<file path="src/rtl/mem_access_stage_if.sv">
// rtl/mem_access_stage_if.sv - data-memory request/response port bundle for mem_access_stage
interface mem_access_stage_if;
    logic        dmem_req_valid;
    logic        dmem_req_ready;
    logic [31:0] dmem_addr;
    logic        dmem_we;
    logic [3:0]  dmem_be;
    logic [31:0] dmem_wdata;
    logic        dmem_resp_valid;
    logic [31:0] dmem_rdata;

    // The memory stage issues requests and consumes responses.
    modport master (
        output dmem_req_valid, dmem_addr, dmem_we, dmem_be, dmem_wdata,
        input  dmem_req_ready, dmem_resp_valid, dmem_rdata
    );

    // The data memory accepts requests and returns read data.
    modport slave (
        input  dmem_req_valid, dmem_addr, dmem_we, dmem_be, dmem_wdata,
        output dmem_req_ready, dmem_resp_valid, dmem_rdata
    );
endinterface

</file>
<file path="src/rtl/mem_access_stage.sv">
// rtl/mem_access_stage.sv - load/store memory stage with sub-word alignment; optional MEM_ALIGN_CHECK_EN adds align_fault
module mem_access_stage #(
    parameter int unsigned MAX_WAIT   = 255,
    parameter bit          BIG_ENDIAN = 1'b1
) (
    input  logic        CLK,
    input  logic        RESET,
    input  logic [31:0] address,
    input  logic [31:0] readDataB1_PR,
    input  logic [5:0]  ALU_control1_PR,
    input  logic [5:0]  LS_destination_out,
    input  logic        MemRead1_PR,
    input  logic        MemWrite1_PR,
    output logic        FREEZE,
    mem_access_stage_if.master dmem,
    output logic [31:0] LS_fwd_data_COM,
    output logic [5:0]  LS_fwd_reg_COM,
    output logic        LS_fwd_data_COM_flag,
`ifdef MEM_ALIGN_CHECK_EN
    output logic        align_fault,
`endif
    output logic        bus_error
);

    typedef enum logic [1:0] {
        S_IDLE  = 2'd0,
        S_REQ   = 2'd1,
        S_WAIT  = 2'd2,
        S_FAULT = 2'd3
    } state_t;

    localparam logic [7:0] WAIT_LIMIT = 8'(MAX_WAIT);

    state_t      state;
    state_t      state_n;
    logic [7:0]  wait_cnt;
    logic [7:0]  wait_inc;

    // Fields of the access in flight, needed to shape the load result.
    logic [1:0]  cap_off;
    logic [1:0]  cap_size;
    logic        cap_uns;
    logic        cap_load;
    logic [5:0]  cap_dest;

    logic [1:0]  in_off;
    logic [1:0]  in_size;
    logic        accept;
    logic        issue;
    logic [3:0]  in_be;
    logic [31:0] in_wdata;

    logic [1:0]  byte_pos;
    logic        half_hi;
    logic [7:0]  byte_v;
    logic [15:0] half_v;
    logic [31:0] load_val;

    logic        unused_ctrl_bits;

    assign unused_ctrl_bits = ^ALU_control1_PR[5:3];

    assign in_off   = address[1:0];
    assign in_size  = ALU_control1_PR[1:0];
    assign accept   = (state == S_IDLE) && (MemRead1_PR || MemWrite1_PR);
    assign wait_inc = wait_cnt + 8'd1;
    assign FREEZE   = (state != S_IDLE);

`ifdef MEM_ALIGN_CHECK_EN
    logic misaligned;
    logic fault;
    // Byte accesses can never be misaligned; half needs even, word needs zero offset.
    assign misaligned = ((in_size == 2'b01) && in_off[0]) || (in_size[1] && (in_off != 2'b00));
    assign issue      = accept && !misaligned;
    assign fault      = accept && misaligned;
`else
    assign issue      = accept;
`endif

    // Byte enables and lane-replicated store data for the op being captured.
    always_comb begin
        in_be    = 4'b0000;
        in_wdata = 32'h0;
        case (in_size)
            2'b00: begin
                in_be    = BIG_ENDIAN ? (4'b1000 >> in_off) : (4'b0001 << in_off);
                in_wdata = {4{readDataB1_PR[7:0]}};
            end
            2'b01: begin
                in_be    = (in_off[1] ^ BIG_ENDIAN) ? 4'b1100 : 4'b0011;
                in_wdata = {2{readDataB1_PR[15:0]}};
            end
            default: begin
                in_be    = 4'b1111;
                in_wdata = readDataB1_PR;
            end
        endcase
    end

    assign byte_pos = BIG_ENDIAN ? ~cap_off : cap_off;
    assign half_hi  = cap_off[1] ^ BIG_ENDIAN;
    assign half_v   = half_hi ? dmem.dmem_rdata[31:16] : dmem.dmem_rdata[15:0];

    // Pick the addressed lane out of the raw word, then zero- or sign-extend it.
    always_comb begin
        byte_v   = 8'h0;
        load_val = 32'h0;
        case (byte_pos)
            2'd0:    byte_v = dmem.dmem_rdata[7:0];
            2'd1:    byte_v = dmem.dmem_rdata[15:8];
            2'd2:    byte_v = dmem.dmem_rdata[23:16];
            default: byte_v = dmem.dmem_rdata[31:24];
        endcase
        case (cap_size)
            2'b00:   load_val = cap_uns ? {24'h0, byte_v} : {{24{byte_v[7]}}, byte_v};
            2'b01:   load_val = cap_uns ? {16'h0, half_v} : {{16{half_v[15]}}, half_v};
            default: load_val = dmem.dmem_rdata;
        endcase
    end

    // State register.
    always_ff @(posedge CLK) begin
        if (RESET) begin
            state <= S_IDLE;
        end else begin
            state <= state_n;
        end
    end

    // Next-state logic: capture, handshake, response or timeout.
    always_comb begin
        state_n = state;
        case (state)
            S_IDLE: begin
                if (issue) begin
                    state_n = S_REQ;
                end
`ifdef MEM_ALIGN_CHECK_EN
                else if (fault) begin
                    state_n = S_FAULT;
                end
`endif
            end
            S_REQ: begin
                if (dmem.dmem_req_ready) begin
                    state_n = cap_load ? S_WAIT : S_IDLE;
                end
            end
            S_WAIT: begin
                if (dmem.dmem_resp_valid || (wait_inc == WAIT_LIMIT)) begin
                    state_n = S_IDLE;
                end
            end
            default: state_n = S_IDLE;
        endcase
    end

    // Registered datapath: capture fields, drive the memory port, write back results.
    always_ff @(posedge CLK) begin
        if (RESET) begin
            wait_cnt             <= 8'h0;
            cap_off              <= 2'b00;
            cap_size             <= 2'b00;
            cap_uns              <= 1'b0;
            cap_load             <= 1'b0;
            cap_dest             <= 6'h0;
            dmem.dmem_req_valid  <= 1'b0;
            dmem.dmem_addr       <= 32'h0;
            dmem.dmem_we         <= 1'b0;
            dmem.dmem_be         <= 4'b0000;
            dmem.dmem_wdata      <= 32'h0;
            LS_fwd_data_COM      <= 32'h0;
            LS_fwd_reg_COM       <= 6'h0;
            LS_fwd_data_COM_flag <= 1'b0;
            bus_error            <= 1'b0;
`ifdef MEM_ALIGN_CHECK_EN
            align_fault          <= 1'b0;
`endif
        end else begin
            LS_fwd_data_COM_flag <= 1'b0;
            bus_error            <= 1'b0;
`ifdef MEM_ALIGN_CHECK_EN
            align_fault          <= fault;
`endif
            case (state)
                S_IDLE: begin
                    if (accept) begin
                        wait_cnt <= 8'h0;
                        cap_off  <= in_off;
                        cap_size <= in_size;
                        cap_uns  <= ALU_control1_PR[2];
                        cap_load <= MemRead1_PR;
                        cap_dest <= LS_destination_out;
                    end
                    if (issue) begin
                        dmem.dmem_req_valid <= 1'b1;
                        dmem.dmem_addr      <= {address[31:2], 2'b00};
                        dmem.dmem_we        <= MemWrite1_PR && !MemRead1_PR;
                        dmem.dmem_be        <= in_be;
                        dmem.dmem_wdata     <= in_wdata;
                    end
                end
                S_REQ: begin
                    if (dmem.dmem_req_ready) begin
                        dmem.dmem_req_valid <= 1'b0;
                    end
                end
                S_WAIT: begin
                    if (dmem.dmem_resp_valid) begin
                        LS_fwd_data_COM      <= load_val;
                        LS_fwd_reg_COM       <= cap_dest;
                        LS_fwd_data_COM_flag <= 1'b1;
                    end else begin
                        wait_cnt <= wait_inc;
                        if (wait_inc == WAIT_LIMIT) begin
                            bus_error <= 1'b1;
                        end
                    end
                end
                default: ;
            endcase
        end
    end

endmodule

</file>
<file path="src/flat_wrapper.sv">
// flat-port wrapper written by rule: the top's interface ports become plain ports
module mem_access_stage_flat 
#(
    parameter int unsigned MAX_WAIT   = 255,
    parameter bit          BIG_ENDIAN = 1'b1
)
  (CLK, RESET, address, readDataB1_PR, ALU_control1_PR, LS_destination_out, MemRead1_PR, MemWrite1_PR, FREEZE, LS_fwd_data_COM, LS_fwd_reg_COM, LS_fwd_data_COM_flag, bus_error, dmem_dmem_req_valid, dmem_dmem_addr, dmem_dmem_we, dmem_dmem_be, dmem_dmem_wdata, dmem_dmem_req_ready, dmem_dmem_resp_valid, dmem_dmem_rdata);
  mem_access_stage_if dmem_i ();
  input  logic CLK;
  input  logic RESET;
  input  logic [31:0] address;
  input  logic [31:0] readDataB1_PR;
  input  logic [5:0] ALU_control1_PR;
  input  logic [5:0] LS_destination_out;
  input  logic MemRead1_PR;
  input  logic MemWrite1_PR;
  output logic FREEZE;
  output logic [31:0] LS_fwd_data_COM;
  output logic [5:0] LS_fwd_reg_COM;
  output logic LS_fwd_data_COM_flag;
  output logic bus_error;
  output wire logic [$bits(dmem_i.dmem_req_valid)-1:0] dmem_dmem_req_valid;
  output wire logic [$bits(dmem_i.dmem_addr)-1:0] dmem_dmem_addr;
  output wire logic [$bits(dmem_i.dmem_we)-1:0] dmem_dmem_we;
  output wire logic [$bits(dmem_i.dmem_be)-1:0] dmem_dmem_be;
  output wire logic [$bits(dmem_i.dmem_wdata)-1:0] dmem_dmem_wdata;
  input wire logic [$bits(dmem_i.dmem_req_ready)-1:0] dmem_dmem_req_ready;
  input wire logic [$bits(dmem_i.dmem_resp_valid)-1:0] dmem_dmem_resp_valid;
  input wire logic [$bits(dmem_i.dmem_rdata)-1:0] dmem_dmem_rdata;
  assign dmem_dmem_req_valid = dmem_i.dmem_req_valid;
  assign dmem_dmem_addr = dmem_i.dmem_addr;
  assign dmem_dmem_we = dmem_i.dmem_we;
  assign dmem_dmem_be = dmem_i.dmem_be;
  assign dmem_dmem_wdata = dmem_i.dmem_wdata;
  assign dmem_i.dmem_req_ready = dmem_dmem_req_ready;
  assign dmem_i.dmem_resp_valid = dmem_dmem_resp_valid;
  assign dmem_i.dmem_rdata = dmem_dmem_rdata;
  mem_access_stage #(.MAX_WAIT(MAX_WAIT), .BIG_ENDIAN(BIG_ENDIAN)) u_core (.CLK(CLK), .RESET(RESET), .address(address), .readDataB1_PR(readDataB1_PR), .ALU_control1_PR(ALU_control1_PR), .LS_destination_out(LS_destination_out), .MemRead1_PR(MemRead1_PR), .MemWrite1_PR(MemWrite1_PR), .FREEZE(FREEZE), .dmem(dmem_i), .LS_fwd_data_COM(LS_fwd_data_COM), .LS_fwd_reg_COM(LS_fwd_reg_COM), .LS_fwd_data_COM_flag(LS_fwd_data_COM_flag), .bus_error(bus_error));
endmodule
</file>
<file path="config.mk">
export PLATFORM = sky130hd
export DESIGN_NAME = mem_access_stage_flat
export DESIGN_NICKNAME = d
export VERILOG_FILES = /design/src/rtl/mem_access_stage_if.sv /design/src/rtl/mem_access_stage.sv /design/src/flat_wrapper.sv
export SDC_FILE = /design/constraint.sdc
export NUM_CORES = 1
export LEC_CHECK = 0
export ABC_AREA = 1
export CAP_MARGIN = 40
export CORE_MARGIN = 1.5
export CORE_UTILIZATION = 30
export CTS_CLUSTER_DIAMETER = 120
export DETAILED_ROUTE_END_ITERATION = 10
export PLACE_DENSITY = 0.68
export SYNTH_ARGS = -nofsm -noshare
export SYNTH_HDL_FRONTEND = slang
export SYNTH_SLANG_ARGS = --single-unit
</file>
<file path="constraint.sdc">
create_clock -name CLK -period 1.8 [get_ports CLK]
set_input_delay 0.18 -clock CLK [delete_from_list [all_inputs] [get_ports CLK]]
set_output_delay 0.18 -clock CLK [all_outputs]
set_load 0.05 [all_outputs]
</file>
After elaboration in Yosys (flattened, before gate mapping) --
Cells that the tools add are included.
Operators by class: add/sub/neg operators 1, reduce and logical (&&, ||, !) cells 19, bitwise gates (word level) 2, shift operators 1, equality and inequality tests 11, mux-type cells 21
Operators by type and width (number):
- 32-bit case mux with 2 select lines | 2
- 32-bit 2-to-1 mux | 2
- 8-bit case mux with 3 select lines | 1
- 16-bit 2-to-1 mux | 1
- 8-bit 2-to-1 mux | 2
- 8-bit case mux with 2 select lines | 1
- 3-bit AND reduction | 3
- 8-bit by 1-bit adder with 8-bit output (second input constant) | 1
- 2-bit by 1-bit == test with 1-bit output (second input constant) | 4
- 8-bit == test (second input constant) | 1
- 2-bit zero test | 4
- 2-bit 2-to-1 mux | 4
- 4-bit case mux with 2 select lines | 1
- 2-bit case mux with 3 select lines | 1
- 2-bit nonzero test | 3
- 2-bit == test (second input constant) | 2
- 1-bit 2-to-1 mux | 4
- 4-bit 2-to-1 mux | 1
- 2-bit by 1-bit != test with 1-bit output (second input constant) | 2
- 2-bit != test (second input constant) | 2
- 2-bit AND reduction | 2
- 4-bit by 2-bit right shift with 4-bit output (first input constant) | 1
- 3-bit OR reduction | 1
- 1-bit logical AND | 2
- other kinds (6) | 7
Storage, ports and cells: output and inout port bits 111, word-level logic and storage cells 71, register bits 130, input port bits 114

Longest topological paths before layout --
depth in word-level cells 5, mapped depth 11, depth with buffers taken out 11

Worst setup path after synthesis --
Ideal clock, no wire load.
path type reg2reg, start point reg u_core.cap_off[1], end point reg u_core.LS_fwd_data_COM[22], clock period less this slack 1.366 ns, arrival time 1.244 ns, cell stages (with the launch flop) 11, setup time 0.122 ns, slack 0.434 ns, cells stage by stage dfxtp_1 > buf_6 > inv_4 > buf_6 > nand2_4 > nand2_2 > nand2_2 > nand2_2 > o21ai_4 > buf_12 > a21oi_2
On the way: word-level cells in the longest chain between the ends 5
Ends and longest elaborated chain:
- from (decl) | line mem_access_stage.sv:40 | logic [1:0] cap_off;
- from (signal assigned) | line mem_access_stage.sv:189 | cap_off <= in_off;
- 2-bit NOT | line mem_access_stage.sv:100 | assign byte_pos = BIG_ENDIAN ? ~cap_off : cap_off;
- 2-bit == test, or another cell as far along | line mem_access_stage.sv:108 | case (byte_pos)
- 8-bit case mux with 3 select lines | line mem_access_stage.sv:108
- 32-bit 2-to-1 mux | line mem_access_stage.sv:115 | 2'b00: load_val = cap_uns ? {24'h0, byte_v} : {{24{byte_v[7]}}, byte_v};
- 32-bit case mux with 2 select lines (*) | line mem_access_stage.sv:114 | case (cap_size)
- to (signal assigned) | line mem_access_stage.sv:210 | LS_fwd_data_COM <= load_val;
- to (decl) | line mem_access_stage.sv:16 | output logic [31:0] LS_fwd_data_COM,
Mark *: on every way between the ends. The rest lies on a longest branch, timed or not. A chain may end at the register's enable or synchronous reset.

Worst setup path after layout --
start point reg u_core.LS_fwd_data_COM[13], end point out LS_fwd_data_COM[13]
RTL lines:
- to (decl) | line flat_wrapper.sv:18 | output logic [31:0] LS_fwd_data_COM;
No word-level cell between the ends.

==> metrics <==
post-route cell area=~8600 um^2; DRT met1 WL=around 7.5 mm; # port buffers=roughly 220; gpl congestion=roughly 0.84; multi-input logic area=about 2400 um^2; I/O pin total=225; Setup Slack @ Placement=between 0.09 and 0.1 ns; Wirelength per Cell=14.8 um; Nets=~1.1k; total CTS buffers=17; initial antenna violation count=0; CP Buf/Inv Count=1; Fin. Hold Viols=0; CP max FO=2; fill cell count=about 1.8k; HP Class=in -> reg; Final Max Tran Viols=0; Worst EP required=approximately 1.6 ns; Initial DRC Count=roughly 280; ranking of synthesized cells by area=dfxtp_1 47%, o21ai_0 10%, a21oi_1 9.1%, nand2_1 6.9%, nor2_1 6.6%; Detailed Routing Iterations Pass 1=5; fin crit share=97.9%; register area=~2600 um^2; CTS Hold Buffers Added=0; Post-CTS Resized=0; clk sinks=between 100 and 150; first-pass GRT wire length=approximately 28 mm; register bit count reported by yosys=130; Ys Warns=0; worst-skew pair later-pin latency=0.42 ns; Top Metal Used=met4; Die Footprint=a little under 20000 um^2; CP max-delay cell=clkdlybuf4s50_1; CTS tree=yes; Die X=~140 um; number of placed instances, taps included=1150; Fmax=568 MHz; HPWL after detailed placement=between 10 and 15 mm; vias in the first global route=between 5k and 6k; CTS root buffer=clkbuf_16; Std-Cell Rows=between 40 and 50; crit-path cells=clkdlybuf4s50_1; Inserted Diodes=0; met3 WL post-DR=around 1.5 mm; All-Layer GR Usage=a little under a fifth; Initial Util=a little under a third; MaxCap Viol Count=0; post-route antenna net violation count=0; Unique masters post-synth=41; layout cells sized above 1=approximately a tenth; Post-Syn Instances=725; DRC=0; cell area after synthesis=approximately 5500 um^2; Crit path max-delay family=buffers and inverters; Worst R2R Path Depth=10; Critical Path Source Type=flip-flop; Clk pin slew, worst setup/hold paths=0.06 ns; Core Area=around 18000 um^2; Worst-Margin Slew=~0.56 ns; setup slack after layout=roughly 0.038 ns; CP max stage delay=0.81 ns; Die H=roughly 140 um; Post-CTS Setup Bufs=0; kind of critical path=reg -> out; Post-Route WL=around 17 mm; DP Area=roughly 8000 um^2; maximum vdd ir drop=roughly 0.00065 V; total global routing overflow=0; Synth Area per Inst=approximately 7.6 um^2; total vias in the final route=around 5.7k; relative slew slack=between 60% and 70%; worst hold path depth=4; Worst setup EP type=primary output; Seq/Total Area, Yosys=between 40% and 50%; Pwr Density=~1000 nW/um^2; Tmin final=~1.8 ns; vias per cell=roughly 4.8; H-tree Lvls=4; Worst Path Arrival=roughly 1.6 ns; status=completed; Syn-to-layout area delta=56.7%; final setup fails=0; top cell type's share of synthesized area=a little under half; CTS max path bufs=2; Final TNS setup=0 ns; Yosys top cell by area=dfxtp_1; pin count of the biggest net entering global routing=37; skew final=0.00728 ns; Leak Pwr=roughly 3.7 nW; met2 routed wirelength=8.23 mm; non-filler cells, final=approximately 1.2k; CP Depth=1
## layout by cell type (no fill, tap or decap), types with 2 or more instances in the layout
cell and instances:
clkinv_2 2, conb_1 2, nand2_2 5, clkbuf_1 4, o22ai_1 12, clkdlybuf4s50_1 197
nand4_1 2, nor2_1 97, dlymetal6s2s_1 15, clkbuf_16 17, nor2_4 2, nor2_2 2
a211oi_1 3, mux2i_1 6, inv_1 51, nand2_1 101, clkinvlp_4 2, buf_12 9
buf_4 20, ha_1 2, o21ai_0 112, dfxtp_1 130, a21oi_1 100, bufinv_16 4
a31oi_1 5, o221ai_1 6, inv_2 5, or2_2 6, nand3_1 9, a21oi_2 10
clkbuf_8 2
## power by group
group / internal, mW / leakage, nW / total, mW / switching (mW)
registers: 3.08 / 1.07 / 3.18 / 0.102
logic: 0.788 / 2.31 / 2.09 / 1.31
clock network: 2.39 / 0.297 / 3.68 / 1.29
## layer usage
| layer | vias to the layer above | GRT usage (%) |
|---|---|---|
| met1 | 2592 | 21.5 |
| met4 | 0 | 5.10 |
| met5 | - | 0 |
| met2 | 200 | 29.9 |
| met3 | 23 | 7.29 |
| li1 | 2835 | - |
## state kept, by name, summed over array words and instances (netlist names)
signal / flops
u_core.LS_fwd_data_COM: 32
u_core.LS_fwd_data_COM_flag: 1
u_core.LS_fwd_reg_COM: 6
u_core.bus_error: 1
u_core.cap_dest: 6
u_core.cap_load: 1
u_core.cap_off: 2
u_core.cap_size: 2
u_core.cap_uns: 1
u_core.dmem.dmem_addr: 30
u_core.dmem.dmem_be: 4
u_core.dmem.dmem_req_valid: 1
u_core.dmem.dmem_wdata: 32
u_core.dmem.dmem_we: 1
u_core.state: 2
u_core.wait_cnt: 8
## through the flow
stage	hold WS (ns)	utilization, %	total power [mW]
finish	0.278	47.9	8.96
detailed placement	0.455	44.3	5.34
CTS	0.263	47.7	9.04
global route	0.296	47.9	9.32
global placement	0.446	44.3	5.33
floorplan	0.322	-	4.50
## path summary, 6_finish.rpt
| kind | slack, ns | start | to |
|---|---|---|---|
| max reg2reg | 0.27 | u_core.wait_cnt[1] | u_core.state[1] |
| min | 0.28 | RESET | u_core.LS_fwd_data_COM[4] |
| max | 0.04 | u_core.LS_fwd_data_COM[13] | LS_fwd_data_COM[13] |
| min reg2reg | 0.46 | u_core.cap_dest[0] | u_core.LS_fwd_reg_COM[0] |
## cells in the mapped netlist
library cell / instances
nor3_1: 1
nand3_1: 9
o221ai_1: 6
a21oi_2: 10
nor2_1: 97
clkbuf_4: 1
clkbuf_1: 23
o21ai_4: 1
clkbuf_8: 2
buf_4: 5
xor2_1: 1
nand2_4: 1
o31ai_1: 1
buf_12: 1
nor2_2: 2
or2_2: 6
nor2_4: 2
dfxtp_1: 130
buf_2: 10
o21ai_0: 112
nand2_2: 5
dlymetal6s2s_1: 2
o211ai_1: 1
inv_4: 1
buf_6: 2
ha_1: 2
o22ai_1: 12
a41oi_1: 1
conb_1: 1
a21oi_1: 100
nand4_1: 2
nand2_1: 101
a221oi_1: 1
nand3b_1: 1
inv_1: 52
buf_1: 1
a211oi_1: 3
mux2_2: 1
mux2i_1: 6
a31oi_1: 5
inv_2: 4
## cell type report
| type | instances | share of cell area [%] |
|---|---|---|
| inverter | 57 | 2.50 |
| multi-input combinational | 492 | 28.0 |
| tap | 229 | 3.32 |
| timing repair buffer | 242 | 28.9 |
| clock inverter | 9 | 1.78 |
| sequential | 130 | 30.1 |
| clock buffer | 23 | 5.41 |
## kinds of logic (layout without fill, tap and decap cells)
family                   Yosys count  in the layout  synth area share (%)
other                              1              2                0.0680
adder cells (fa/ha/maj)            2              2                 0.454
multiplexers                       7              7                  1.29
buffers and inverters            104            331                  9.01
flip-flops                       130            130                  47.2
XOR/XNOR                           1              1                 0.159
AO/OA/AOI/OAI                    253            253                  25.0
AND/OR/NAND/NOR                  227            227                  16.8
Note: power is estimated with default switching activity, not from simulation.
